--- config.mk ---
export PLATFORM = sky130hd
export DESIGN_NAME = wb_spi_front
export DESIGN_NICKNAME = d
export VERILOG_FILES = /design/src/rtl/wb_spi_front_pkg.sv /design/src/rtl/wb_spi_txfifo.sv /design/src/rtl/wb_spi_front.sv
export SDC_FILE = /design/constraint.sdc
export NUM_CORES = 1
export LEC_CHECK = 0
export CORE_MARGIN = 1
export CORE_UTILIZATION = 46
export DETAILED_ROUTE_END_ITERATION = 12
export PLACE_DENSITY = 0.73
export SYNTH_ARGS = -nofsm -noshare
export SYNTH_HDL_FRONTEND = slang
export SYNTH_HIERARCHICAL = 1
export SYNTH_SLANG_ARGS = --single-unit
--- constraint.sdc ---
create_clock -name clk -period 2.45 [get_ports clk]
set_input_delay 0.49 -clock clk [delete_from_list [all_inputs] [get_ports clk]]
set_output_delay 0.49 -clock clk [all_outputs]
set_load 0.005 [all_outputs]
--- src/rtl/wb_spi_front_pkg.sv ---
// Shared definitions for the Wishbone-to-SPI front end: the register map,
// the status-register layout and the state encodings of both FSMs.
package wb_spi_front_pkg;

    // Word addresses of the register map (address 3 is reserved)
    localparam logic [1:0] ADR_CR   = 2'd0;
    localparam logic [1:0] ADR_DATA = 2'd1;
    localparam logic [1:0] ADR_SR   = 2'd2;

    // Status register bit positions
    localparam int SR_IRQ_BIT   = 15;
    localparam int SR_BUSY_BIT  = 14;
    localparam int SR_DROP_BIT  = 13;
    localparam int SR_FULL_BIT  = 12;
    localparam int SR_EMPTY_BIT = 11;
    localparam int SR_LEVEL_LSB = 8;
    localparam int SR_LEVEL_W   = 3;

    // Bus-side FSM: wait for a request, hold an SPI strobe, acknowledge
    typedef enum logic [1:0] {
        B_IDLE,
        B_REQ,
        B_ACK
    } bus_state_e;

    // Drain FSM: move one FIFO byte into the SPI core and wait for it to finish
    typedef enum logic [1:0] {
        D_IDLE,
        D_ISSUE,
        D_WAIT_BUSY,
        D_WAIT_DONE
    } drain_state_e;

    // Assemble the status word from its individual fields
    function automatic logic [15:0] packStatus(
        input logic                  irq,
        input logic                  busy,
        input logic                  drop,
        input logic                  full,
        input logic                  empty,
        input logic [SR_LEVEL_W-1:0] level
    );
        logic [15:0] s;
        s                                = '0;
        s[SR_IRQ_BIT]                    = irq;
        s[SR_BUSY_BIT]                   = busy;
        s[SR_DROP_BIT]                   = drop;
        s[SR_FULL_BIT]                   = full;
        s[SR_EMPTY_BIT]                  = empty;
        s[SR_LEVEL_LSB +: SR_LEVEL_W]    = level;
        return s;
    endfunction

endpackage

--- src/rtl/wb_spi_txfifo.sv ---
// Small circular TX byte FIFO. Pointers carry one extra wrap bit so that
// full and empty can be told apart without a separate counter.
module wb_spi_txfifo
    import wb_spi_front_pkg::*;
#(
    parameter int DEPTH_LOG2 = 2
) (
    input  logic                  clk_i,
    input  logic                  rst_ni,
    input  logic                  push_i,
    input  logic [7:0]            data_i,
    input  logic                  pop_i,
    output logic [7:0]            data_o,
    output logic                  full_o,
    output logic                  empty_o,
    output logic [DEPTH_LOG2:0]   level_o
);

    localparam int DEPTH = 1 << DEPTH_LOG2;

    logic [7:0]          mem_q [DEPTH];
    logic [DEPTH_LOG2:0] wrPtr_q, wrPtr_d;
    logic [DEPTH_LOG2:0] rdPtr_q, rdPtr_d;
    logic                doPush;
    logic                doPop;

    assign empty_o = (wrPtr_q == rdPtr_q);
    assign full_o  = (wrPtr_q[DEPTH_LOG2] != rdPtr_q[DEPTH_LOG2]) &&
                     (wrPtr_q[DEPTH_LOG2-1:0] == rdPtr_q[DEPTH_LOG2-1:0]);
    assign level_o = wrPtr_q - rdPtr_q;
    assign data_o  = mem_q[rdPtr_q[DEPTH_LOG2-1:0]];

    assign doPush  = push_i && !full_o;
    assign doPop   = pop_i && !empty_o;

    // Advance each pointer independently so a push and a pop together leave the level alone
    always_comb begin
        wrPtr_d = wrPtr_q;
        rdPtr_d = rdPtr_q;
        if (doPush) begin
            wrPtr_d = wrPtr_q + 1'b1;
        end
        if (doPop) begin
            rdPtr_d = rdPtr_q + 1'b1;
        end
    end

    // Pointer registers; clearing them is enough to make the FIFO empty
    always_ff @(posedge clk_i or negedge rst_ni) begin
        if (!rst_ni) begin
            wrPtr_q <= '0;
            rdPtr_q <= '0;
        end else begin
            wrPtr_q <= wrPtr_d;
            rdPtr_q <= rdPtr_d;
        end
    end

    // Storage array; contents need no reset because the pointers gate every read
    always_ff @(posedge clk_i) begin
        if (doPush) begin
            mem_q[wrPtr_q[DEPTH_LOG2-1:0]] <= data_i;
        end
    end

endmodule

--- src/rtl/wb_spi_front.sv ---
// Wishbone classic slave in front of the SPI interface core. Software writes
// CR through directly, bursts data bytes into a TX FIFO, and a drain engine
// hands those bytes to the core one transfer at a time.
module wb_spi_front
    import wb_spi_front_pkg::*;
#(
    parameter int DEPTH_LOG2 = 2,
    parameter int TIMEOUT    = 64
) (
    input  logic        clk,
    input  logic        rst,
    input  logic        wb_cyc_i,
    input  logic        wb_stb_i,
    input  logic        wb_we_i,
    input  logic [1:0]  wb_adr_i,
    input  logic [15:0] wb_dat_i,
    output logic [15:0] wb_dat_o,
    output logic        wb_ack_o,
    output logic        wb_err_o,
    output logic [11:0] if_din,
    output logic        if_cmd,
    output logic        if_wr,
    output logic        if_rd,
    input  logic [9:0]  if_dout,
    input  logic        if_ack,
    input  logic        if_irq,
    output logic        irq_o
);

    localparam int              TIMER_W    = (TIMEOUT > 1) ? $clog2(TIMEOUT) : 1;
    localparam logic [TIMER_W-1:0] TIMER_LAST = TIMER_W'(TIMEOUT - 1);

    bus_state_e          busState_q, busState_d;
    drain_state_e        drainState_q, drainState_d;
    logic [11:0]         shadow_q, shadow_d;
    logic [15:0]         wbDat_q, wbDat_d;
    logic                wbAck_q, wbAck_d;
    logic                wbErr_q, wbErr_d;
    logic                ifCmd_q, ifCmd_d;
    logic                ifWr_q, ifWr_d;
    logic                ifRd_q, ifRd_d;
    logic [11:0]         ifDin_q, ifDin_d;
    logic                irq_q;
    logic                dropFlag_q, dropFlag_d;
    logic [TIMER_W-1:0]  timer_q, timer_d;

    logic                accept;
    logic                drainStart;
    logic                clearDrop;
    logic                setDrop;
    logic                fifoPush;
    logic                fifoPop;
    logic                fifoFull;
    logic                fifoEmpty;
    logic [DEPTH_LOG2:0] fifoLevel;
    logic [7:0]          fifoHead;
    logic [15:0]         statusWord;
    logic                coreBusy;

    assign coreBusy = if_dout[8];

    // A bus request is only taken while the drain engine is parked and the core is quiet
    assign accept = (busState_q == B_IDLE) && wb_cyc_i && wb_stb_i &&
                    (drainState_q == D_IDLE) && !if_ack;

    assign statusWord = packStatus(if_dout[9], coreBusy, dropFlag_q, fifoFull, fifoEmpty,
                                   SR_LEVEL_W'(fifoLevel));

    wb_spi_txfifo #(
        .DEPTH_LOG2 (DEPTH_LOG2)
    ) u_txfifo (
        .clk_i   (clk),
        .rst_ni  (rst),
        .push_i  (fifoPush),
        .data_i  (wb_dat_i[7:0]),
        .pop_i   (fifoPop),
        .data_o  (fifoHead),
        .full_o  (fifoFull),
        .empty_o (fifoEmpty),
        .level_o (fifoLevel)
    );

    // Bus FSM: decode the access, hold cmd/rd strobes until the core acks, then ack/err once
    always_comb begin
        busState_d = busState_q;
        shadow_d   = shadow_q;
        wbDat_d    = wbDat_q;
        wbAck_d    = 1'b0;
        wbErr_d    = 1'b0;
        ifCmd_d    = 1'b0;
        ifRd_d     = 1'b0;
        fifoPush   = 1'b0;
        clearDrop  = 1'b0;
        case (busState_q)
            B_IDLE: begin
                if (accept) begin
                    case (wb_adr_i)
                        ADR_CR: begin
                            if (wb_we_i) begin
                                shadow_d   = wb_dat_i[11:0];
                                ifCmd_d    = 1'b1;
                                busState_d = B_REQ;
                            end else begin
                                wbDat_d    = {4'b0, shadow_q};
                                wbAck_d    = 1'b1;
                                busState_d = B_ACK;
                            end
                        end
                        ADR_DATA: begin
                            if (wb_we_i) begin
                                if (fifoFull) begin
                                    wbErr_d = 1'b1;
                                end else begin
                                    fifoPush = 1'b1;
                                    wbAck_d  = 1'b1;
                                end
                                busState_d = B_ACK;
                            end else begin
                                ifRd_d     = 1'b1;
                                busState_d = B_REQ;
                            end
                        end
                        ADR_SR: begin
                            if (!wb_we_i) begin
                                wbDat_d   = statusWord;
                                clearDrop = 1'b1;
                            end
                            wbAck_d    = 1'b1;
                            busState_d = B_ACK;
                        end
                        default: begin
                            wbErr_d    = 1'b1;
                            busState_d = B_ACK;
                        end
                    endcase
                end
            end
            B_REQ: begin
                ifCmd_d = ifCmd_q && !if_ack;
                ifRd_d  = ifRd_q && !if_ack;
                if (if_ack) begin
                    if (ifRd_q) begin
                        wbDat_d = {8'b0, if_dout[7:0]};
                    end
                    wbAck_d    = 1'b1;
                    busState_d = B_ACK;
                end
            end
            B_ACK: begin
                busState_d = B_IDLE;
            end
            default: begin
                busState_d = B_IDLE;
            end
        endcase
    end

    // Drain FSM: pop a byte, strobe it in, then wait for busy to rise and fall (or give up)
    always_comb begin
        drainState_d = drainState_q;
        timer_d      = timer_q;
        ifWr_d       = 1'b0;
        fifoPop      = 1'b0;
        drainStart   = 1'b0;
        setDrop      = 1'b0;
        case (drainState_q)
            D_IDLE: begin
                if (!fifoEmpty && (busState_q == B_IDLE) && !accept && !if_ack && !coreBusy) begin
                    drainStart   = 1'b1;
                    fifoPop      = 1'b1;
                    ifWr_d       = 1'b1;
                    drainState_d = D_ISSUE;
                end
            end
            D_ISSUE: begin
                ifWr_d = ifWr_q && !if_ack;
                if (if_ack) begin
                    timer_d      = '0;
                    drainState_d = D_WAIT_BUSY;
                end
            end
            D_WAIT_BUSY: begin
                if (coreBusy) begin
                    drainState_d = D_WAIT_DONE;
                end else if (timer_q == TIMER_LAST) begin
                    setDrop      = 1'b1;
                    drainState_d = D_IDLE;
                end else begin
                    timer_d = timer_q + 1'b1;
                end
            end
            D_WAIT_DONE: begin
                if (!coreBusy) begin
                    drainState_d = D_IDLE;
                end
            end
            default: begin
                drainState_d = D_IDLE;
            end
        endcase
    end

    // Shared if_din register; it also serves as the holding register for the byte being drained
    always_comb begin
        ifDin_d = ifDin_q;
        if (accept && wb_we_i && (wb_adr_i == ADR_CR)) begin
            ifDin_d = wb_dat_i[11:0];
        end else if (drainStart) begin
            ifDin_d = {4'b0, fifoHead};
        end
    end

    // Drop flag: an SR read clears it, but a timeout in the same cycle takes priority
    always_comb begin
        dropFlag_d = dropFlag_q;
        if (clearDrop) begin
            dropFlag_d = 1'b0;
        end
        if (setDrop) begin
            dropFlag_d = 1'b1;
        end
    end

    // State and output registers; reset clears strobes immediately without a clock
    always_ff @(posedge clk or negedge rst) begin
        if (!rst) begin
            busState_q   <= B_IDLE;
            drainState_q <= D_IDLE;
            shadow_q     <= '0;
            wbDat_q      <= '0;
            wbAck_q      <= 1'b0;
            wbErr_q      <= 1'b0;
            ifCmd_q      <= 1'b0;
            ifWr_q       <= 1'b0;
            ifRd_q       <= 1'b0;
            ifDin_q      <= '0;
            irq_q        <= 1'b0;
            dropFlag_q   <= 1'b0;
            timer_q      <= '0;
        end else begin
            busState_q   <= busState_d;
            drainState_q <= drainState_d;
            shadow_q     <= shadow_d;
            wbDat_q      <= wbDat_d;
            wbAck_q      <= wbAck_d;
            wbErr_q      <= wbErr_d;
            ifCmd_q      <= ifCmd_d;
            ifWr_q       <= ifWr_d;
            ifRd_q       <= ifRd_d;
            ifDin_q      <= ifDin_d;
            irq_q        <= if_irq;
            dropFlag_q   <= dropFlag_d;
            timer_q      <= timer_d;
        end
    end

    assign wb_dat_o = wbDat_q;
    assign wb_ack_o = wbAck_q;
    assign wb_err_o = wbErr_q;
    assign if_din   = ifDin_q;
    assign if_cmd   = ifCmd_q;
    assign if_wr    = ifWr_q;
    assign if_rd    = ifRd_q;
    assign irq_o    = irq_q;

endmodule
==> impl_summary.txt <==
----------------------------------------------------
[Timing]
  Pin slew with the least headroom to its limit ... 0.698 ns
  RSZ-0062 raised after global routing ... no
  Clock Skew ... 0.0122 ns
  Minimum period implied by the final worst setup slack ... 2.28 ns
  Final hold violation count ... 0
  Slew headroom ... 53.5%
  Setup violations, final ... 0
  Setup TNS Final ... 0 ns
  Final number of max-transition violations ... 0
  Final Cycle Share ... 93.0%
  Worst Slack Setup Final ... 0.172 ns
  Hold Worst Slack ... 0.0810 ns
  F_max ... 0.439 GHz

[Final layout]
  Storage element area ... 0.00254 mm2
  Fill cell instance count of the final layout ... 662
  Multi-input gate area in the final layout ... 0.00158 mm2
  Post-Route Utilization ... 61.5%
  Diode count ... 0
  Fraction of layout cells with a size suffix above 1 ... 22.3%
  Most used cells in the layout excluding fill and tap cells ... 63 x sky130_fd_sc_hd__dfrtp_1, 63 x sky130_fd_sc_hd__clkdlybuf4s50_1, 32 x sky130_fd_sc_hd__edfxtp_1
  Final net count ... 443
  Synthesis-to-finish area growth ... 28.1%

[Setup path]
  Required time reported for the critical path endpoint ... 2.70 ns
  Sort of element at the start of the critical path ... register
  CP max stage delay ... 0.58 ns
  Top fanout value on the critical path ... 7
  Critical-path cell with the highest stage delay ... sky130_fd_sc_hd__or4_4
  Cell-by-cell listing of the critical path ... or4_4 > nor3_2 > nand2_1 > nor3_1 > buf_4 > inv_1 > a31o_2 > mux2_4
  Worst Path Arrival ... 2.53 ns
  Path type of the worst setup path ... register to register
  Nature of the critical path endpoint ... register

[Detailed routing]
  Total wire length after detailed routing ... 9.10 mm
  Drt initial violations ... 142
  Met3 routed WL ... 370 um
  1st-pass router iterations ... 8
  Post-route DRC violation count ... 12
  Via count ... 2799
  Length of routed met2 wiring ... 4.48 mm
  Via-per-instance ratio ... 5.47
  Wire per inst ... 17.8 um
  Post-DRT Antenna Nets ... 0
  Wire length the detailed router placed on met1 ... 4.12 mm
  DR top layer ... met4

[Power]
  Peak supply drop ... 0.364 mV
  Ratio of total power to cell area ... 869 mW/mm2
  Static leakage ... 2.37 nW

[CTS]
  CTS HTree Levels ... 3
  Setup Fix Bufs, Post-CTS ... 0
  # hold bufs at CTS ... 0
  TritonCTS buffer count ... 9
  TritonCTS clock tree ... yes
  CTS clock-pin slew for the worst setup and hold paths ... 0.09 ns
  Clock Tree Root ... sky130_fd_sc_hd__clkbuf_8
  Insertion delay of the later-clocked pin in the worst-skew pair ... 0.37 ns
  Number of clock sinks seen by CTS ... 95
  Maximum count of clock buffers along a single path ... 2

[Global routing]
  Antenna violations before repair ... 0
  Overflow after GRT ... 0
  Pin count of the biggest net entering global routing ... 25
  Wire length of the first global-routing pass ... 14.6 mm
  Vias in the first global route ... 2884
  Total GRT Usage ... 20.0%

[Placed design]
  Post-DP HPWL ... 6.66 mm
  Global placer's final weighted congestion ... 0.828
  I/O Buffers ... 64
  Post-Place Worst Slack ... -0.0215 ns

[Synth]
  Netlist area before placement ... 0.00423 mm2
  Most instantiated flip-flop cell in the synthesis netlist ... sky130_fd_sc_hd__dfrtp_1
  Number of synthesized register bits ... 95
  Count of flip-flops with a built-in enable after synthesis ... 32
  Count of unique library cells instantiated by Yosys ... 47
  Sequential cell area fraction in the yosys report ... 60.1%
  Warning count from the yosys run ... 6
  Synth Area per Inst ... 13.9 um2
  Number of nets in the synthesized netlist ... 349
  Gate Count Post-Synth ... 305
  Share of flip-flops with an asynchronous set or reset after synthesis ... 66.3%

[Die]
  Vertical die dimension ... 97.8 um
  Initial core utilization ... 48.0%
  Core Rows ... 34
  IO Pins ... 69
  Area of the placeable core ... 0.00881 mm2
  Horiz. Die Dim ... 97.8 um
  Die Area ... 0.00957 mm2

[Worst hold path]
  HP Class ... input pin to async pin

[Status]
  Violated checks ... design-rule violations
  Outcome ... finished with violations

[Flow run]
  Count of maximum capacitance violations ... 0

----------------------------------------------------
-- worst max-delay path: cells and delay by family, from the launching register on --
kind	cells	cell delay [ns]
buffers and inverters	2	0.21
AND/OR/NAND/NOR	4	1.04
multiplexers	1	0.30
AO/OA/AOI/OAI	1	0.23
flip-flops	1	0.39
-- metal layers --
metal	up-vias	global-route usage [%]
met5	-	0
met4	0	7.23
met3	11	3.29
met2	68	32.4
met1	1401	27.3
li1	1319	-
-- registers in the layout, summed over array words and instances, names as in the netlist, 2 cells and up --
name	cells
timer_q	6
if_din	12
u_txfifo/wrPtr_q	3
shadow_q	12
u_txfifo/mem_q	32
u_txfifo/rdPtr_q	3
drainState_q	2
wb_dat_o	16
busState_q	2
-- cells in the mapped netlist, drive strengths merged, types with 3 or more instances --
master / number / area share, %
dfrtp: 63 / 37
edfxtp: 32 / 23
nand2: 31 / 2.8
mux2: 27 / 7.9
inv: 15 / 1.3
a22o: 12 / 2.5
nor2: 11 / 1.4
a2bb2oi: 9 / 1.9
a21oi: 8 / 1.0
ha: 8 / 2.4
mux2i: 8 / 1.9
mux4: 8 / 4.3
o22ai: 8 / 1.2
and3: 7 / 1.0
o21ai: 7 / 0.92
buf: 6 / 1.1
a21o: 4 / 0.71
clkbuf: 4 / 0.36
nand3: 4 / 0.47
xnor2: 4 / 0.83
a31oi: 3 / 0.80
nand2b: 3 / 0.44
nor2b: 3 / 0.44
nor3: 3 / 0.36
-- final cells by class --
cell class                 count  area share (%)
sequential                    95            46.9
inverter                      15            1.04
multi-input combinational    185            29.1
clock inverter                 7            1.48
timing repair buffer          93            16.7
tap                          108            2.50
clock buffer                   9            2.29
-- power breakdown --
group	total, W	switching, W	internal, W
sequential	0.00213	0.000195	0.00193
combinational	0.00151	0.000648	0.000865
clock	0.00106	0.000576	0.000486
total	0.00470	0.00142	0.00328
-- stage by stage --
stage	total power [W]	cell area (um2)	std cells
after floorplan	0.00294	4230	305
after global placement	0.00363	5200	496
after detailed placement	0.00368	5200	496
after CTS	0.00474	5410	512
after global routing	0.00498	5410	512
final	0.00470	5410	512
-- kinds of logic (layout without fill, tap and decap cells) --
kind of cell,count (synthesis),after routing,synth area share (%)
and+or+nand+nor,71,71,8.82
xor gates and xnor gates,5,5,1.21
buffers and inverters,25,124,2.75
AOI/OAI and AO/OA,57,57,10.2
DFF,95,95,60.1
adders and majority gates,9,9,2.84
muxes,43,43,14.1
-- what timing repair did --
| action | 4_1_cts | 5_1_grt |
|---|---|---|
| resized for setup | 0 | 1 |
| endpoints found under the setup margin | 0 | 1 |
| hold endpoints to repair | 0 | 0 |
-- path summary, 6_finish.rpt --
check | slack (ns) | cells after the start | startpoint | end
worst max-delay path | 0.17 | 8 | drainState_q[1] | u_txfifo/wrPtr_q[1]
worst min-delay path | 0.08 | 1 | rst | timer_q[0]
worst max register to register | 0.17 | 8 | drainState_q[1] | u_txfifo/wrPtr_q[1]
worst min register to register | 0.50 | 1 | if_cmd | if_cmd
max in group asynchronous | 1.67 | 2 | rst | shadow_q[3]
min in group clk | 0.50 | 1 | if_cmd | if_cmd
(Power assumes the default switching activity.)
==> edit 1: new RTL, config.mk and constraints unchanged <==
`ifDin_q` no longer has a reset.
--- a/src/rtl/wb_spi_front.sv
+++ b/src/rtl/wb_spi_front.sv
@@ -233,7 +233,6 @@
             ifCmd_q      <= 1'b0;
             ifWr_q       <= 1'b0;
             ifRd_q       <= 1'b0;
-            ifDin_q      <= '0;
             irq_q        <= 1'b0;
             dropFlag_q   <= 1'b0;
             timer_q      <= '0;
@@ -247,11 +246,14 @@
             ifCmd_q      <= ifCmd_d;
             ifWr_q       <= ifWr_d;
             ifRd_q       <= ifRd_d;
-            ifDin_q      <= ifDin_d;
             irq_q        <= if_irq;
             dropFlag_q   <= dropFlag_d;
             timer_q      <= timer_d;
         end
+    end
+
+    always_ff @(posedge clk) begin
+        ifDin_q <= ifDin_d;
     end
 
     assign wb_dat_o = wbDat_q;
Function: changed (a bounded check fails within 4 cycles, from zero or initial values and one cycle with rst low).
==> edit 1 against the original RTL <==
- synthesized area is 3.0% lower
- wire length is 4.3% lower
- largest power group unchanged
- final area is 2.0% lower
- sequential cell count stayed put
- total power is 7.3% lower
- combinational power is 17% lower
- non-clock buffer count is 6 higher
- setup slack worse by 0.096 ns
- critical endpoint is now wb_dat_o[13]
- critical path depth is 2 lower
==> edit 1: results (changes against the original RTL) <==
stage,metric,value,unit,change
run_status,status,finished clean,,was finished with violations
finish,area_growth,29.5,%,was 28.1%
worst_setup_path,crit_path_max_fanout,8,,was 7
synthesis,synthTopCellsByArea,"edfxtp_1 32%, dfrtp_1 31%, nand2_1 6.0%",,"was dfrtp_1 37%, edfxtp_1 23%, mux2_2 5.1%"
synthesis,netlist_area,0.00410,mm^2,was 0.00423 mm^2
sta,slew_headroom,49.4,%,was 53.5%
placement,gp_congestion,0.858,,was 0.828
worst_setup_path,arrival,2.63,ns,was 2.53 ns
worst_setup_path,r2r_slack,0.15,ns,was 0.17 ns
synthesis,synth_nets,367,,was 349
synthesis,synthTopCellsByCount,"65 x nand2_1, 51 x dfrtp_1, 44 x edfxtp_1",,"was 63 x dfrtp_1, 32 x edfxtp_1, 31 x nand2_1"
worst_setup_path,startpoint,if_ack,,was drainState_q[1]
drt,viasPerCell,5.44,,was 5.47
worst_setup_path,crit_slowest_cell,or4_1,,was or4_4
power,power.leakage,2.26,nW,was 2.37 nW
drt,routed-wl-met2,4470,um,was 4480 um
grt,grt_pass1_vias,2834,,was 2884
drt,drt_iter0_markers,99,,was 142
drt,drt_wl_total,8710,um,was 9100 um
sta,fin_worst_skew,0.0124,ns,was 0.0122 ns
worst_setup_path,slowest_delay,0.51,ns,was 0.58 ns
power,peakVddDrop,0.000433,V,was 0.000364 V
finish,nets,463,,was 443
finish,signal_buffers,99,,was 93
drt,routed-wl-met3,380,um,was 370 um
grt,grt_first_pass_wirelength,13800,um,was 14600 um
drt,drt-met1-wl,3710,um,was 4120 um
synthesis,synth_edf_count,44,,was 32
power,switchingPower,1.32,mW,was 1.42 mW
finish,non_clock_inverter_count,12,,was 15
synthesis,async_reset_ff_share,53.7,%,was 66.3%
-- edit 1: changes by cell type after synthesis, moves of 6 or more --
| cell | change |
|---|---|
| a2bb2oi_1 | -9 |
| mux2_4 | -6 |
| nand3_1 | +8 |
| a22o_1 | -7 |
| o22a_1 | +8 |
| mux2_2 | -18 |
| nand2_1 | +34 |
| dfrtp_1 | -12 |
| edfxtp_1 | +12 |
| o22ai_1 | -6 |
-- edit 1: layer usage --
| layer | up-vias | global-route usage, % |
|---|---|---|
| met4 | 0 | 6.13 |
| met2 | 79 | 34.5 |
| li1 | 1369 | - |
| met5 | - | 0 |
| met1 | 1433 | 25.6 |
| met3 | 14 | 5.16 |
-- edit 1: how the worst max path moves through the flow --
stage | to | slack, ns | depth (start not counted)
finish | wb_dat_o[13] | 0.08 | 6
global route | wb_dat_o[13] | 0.01 | 6
CTS | u_txfifo/wrPtr_q[1] | 0.05 | 9
detailed placement | u_txfifo/wrPtr_q[1] | -0.33 | 9
global placement | u_txfifo/wrPtr_q[1] | -0.29 | 9
floorplan | u_txfifo/wrPtr_q[1] | 0.03 | 9
-- edit 1: through the flow --
stage	hold slack (ns)	TNS [ns]	cells	utilization, %	power [mW]
after global routing	0.238	0	532	61.1	4.62
after CTS	0.202	0	532	61.1	4.41
final	0.186	0	532	61.1	4.36
after detailed placement	0.468	-16.58	516	58.9	3.41
after global placement	0.466	-14.44	516	58.9	3.36
after floorplan	0.194	0	323	-	2.82
-- edit 1: cells by family after synthesis --
kind of cell	Yosys count	synth area share (%)
simple gates	117	13.3
flops	95	63.4
compound gates	54	9.59
buf+inv	26	2.66
mux	17	6.87
fa+ha+maj	9	2.93
xor+xnor	5	1.25
-- edit 1: what timing repair did --
action	in CTS	in global routing
gates resized for setup	0	1
setup endpoints to repair	0	2
setup buffers	0	0
==> edit 2: new RTL, same settings <==
Without the edit above. `SR_LEVEL_LSB`: 8 -> 10.
--- a/src/rtl/wb_spi_front_pkg.sv
+++ b/src/rtl/wb_spi_front_pkg.sv
@@ -13,7 +13,7 @@
     localparam int SR_DROP_BIT  = 13;
     localparam int SR_FULL_BIT  = 12;
     localparam int SR_EMPTY_BIT = 11;
-    localparam int SR_LEVEL_LSB = 8;
+    localparam int SR_LEVEL_LSB = 10;
     localparam int SR_LEVEL_W   = 3;
 
     // Bus-side FSM: wait for a request, hold an SPI strobe, acknowledge
Function: changed (Yosys sat finds a counterexample within 4 cycles, from zero or initial values and one cycle with rst low).
==> edit 2 against the original RTL <==
- clock skew fell by 0.0023 ns
- count of clock-buffer cells in the layout unchanged
- wire length is 4.5% lower
- synthesized area fell by 0.56%
- final area shrank 0.53%
- sequential cell count is the same
- total power fell by 11%
- combinational power down 23%
- setup slack better by 0.022 ns
==> edit 2: results (changes against the original RTL) <==
stage,metric,value,unit,change
grt,grt_pass1_vias,2931,,was 2884
synthesis,avgSynthCellArea,13.6,um^2,was 13.9 um^2
power,peakVddDrop,0.000322,V,was 0.000364 V
synthesis,synth_xor_area_share,1.85,%,was 1.21%
placement,dp_hpwl,6200,um,was 6660 um
power,p_int,2.95,mW,was 3.28 mW
synthesis,muxShareOfSynthArea,14.3,%,was 14.1%
placement,dpl_worst_slack,0.0249,ns,was -0.0215 ns
synthesis,synthTopCellsByCount,"63 x dfrtp_1, 37 x nand2_1, 32 x edfxtp_1",,"was 63 x dfrtp_1, 32 x edfxtp_1, 31 x nand2_1"
synthesis,synthTopCellsByArea,"dfrtp_1 38%, edfxtp_1 23%, mux2_4 5.0%",,"was dfrtp_1 37%, edfxtp_1 23%, mux2_2 5.1%"
die,die_w,97.6,um,was 97.8 um
sta,slew_headroom,49.7,%,was 53.5%
synthesis,synth_nets,354,,was 349
finish,final_core_util,61.4,%,was 61.5%
finish,fill_cells,676,,was 662
synthesis,synth.distinct_cells,48,,was 47
finish,multi_input_gates,193,,was 185
finish,signal_buffers,88,,was 93
drt,wl_per_cell,17.0,um,was 17.8 um
power,switchingPower,1.21,mW,was 1.42 mW
synthesis,synth_adder_area_share,2.86,%,was 2.84%
power,pwr-share-seq,48.6,%,was 45.2%
drt,detail_route.first_pass.iterations,4,,was 8
sta,fin_worst_skew,0.00991,ns,was 0.0122 ns
power,power.leakage,2.25,nW,was 2.37 nW
worst_setup_path,slowest_delay,0.36,ns,was 0.58 ns
finish,bufAreaShareNonClock,17.0,%,was 16.7%
drt,viasPerCell,5.33,,was 5.47
worst_setup_path,crit_slowest_cell,dfrtp_1,,was or4_4
finish,non_clock_inverter_count,10,,was 15
grt,grt_start_max_net_pins,42,,was 25
grt,grt_first_pass_wirelength,15000,um,was 14600 um
run_status,status,finished clean,,was finished with violations
worst_setup_path,cp_top_family,compound AO/OA/AOI/OAI gates,,was simple AND/OR/NAND/NOR gates
placement,placed_cell_area,0.00520,mm^2,about the same
placement,gp_congestion,0.788,,was 0.828
drt,drt_iter0_markers,117,,was 142
grt,track_usage,20.4,%,was 20.0%
synthesis,synth_compound_area_share,8.31,%,was 10.2%
finish,drive_above_1_share,22.1,%,was 22.3%
## edit 2: cell types whose count changed in the layout (fill, tap and decap cells not counted), sizes merged, moves of 4 or more
cell     change
inv          -6
a22oi       +10
a21o         -4
nand2        +6
a2bb2oi      -9
o21ai       +18
mux2         +4
a21oi        -6
buf          -5
a22o         -8
o22ai        -8
mux2i        -6
## edit 2: final timing paths
check / from / end / slack [ns] / cells past startpoint
min: rst / wb_dat_o[2] / 0.09 / 1
min in group clk: wb_dat_o[4] / wb_dat_o[4] / 0.49 / 2
max reg2reg: u_txfifo/wrPtr_q[0] / if_din[0] / 0.19 / 9
max: u_txfifo/wrPtr_q[0] / if_din[0] / 0.19 / 9
max in group asynchronous: rst / u_txfifo/rdPtr_q[0] / 1.74 / 2
min reg2reg: wb_dat_o[4] / wb_dat_o[4] / 0.49 / 2
## edit 2: layer usage
metal	vias up	track usage (%)	wire (um)
li1	1305	-	-
met1	1338	26.7	3970
met2	64	33.2	4250
met3	10	3.38	344
met4	0	9.16	117
met5	-	0	0
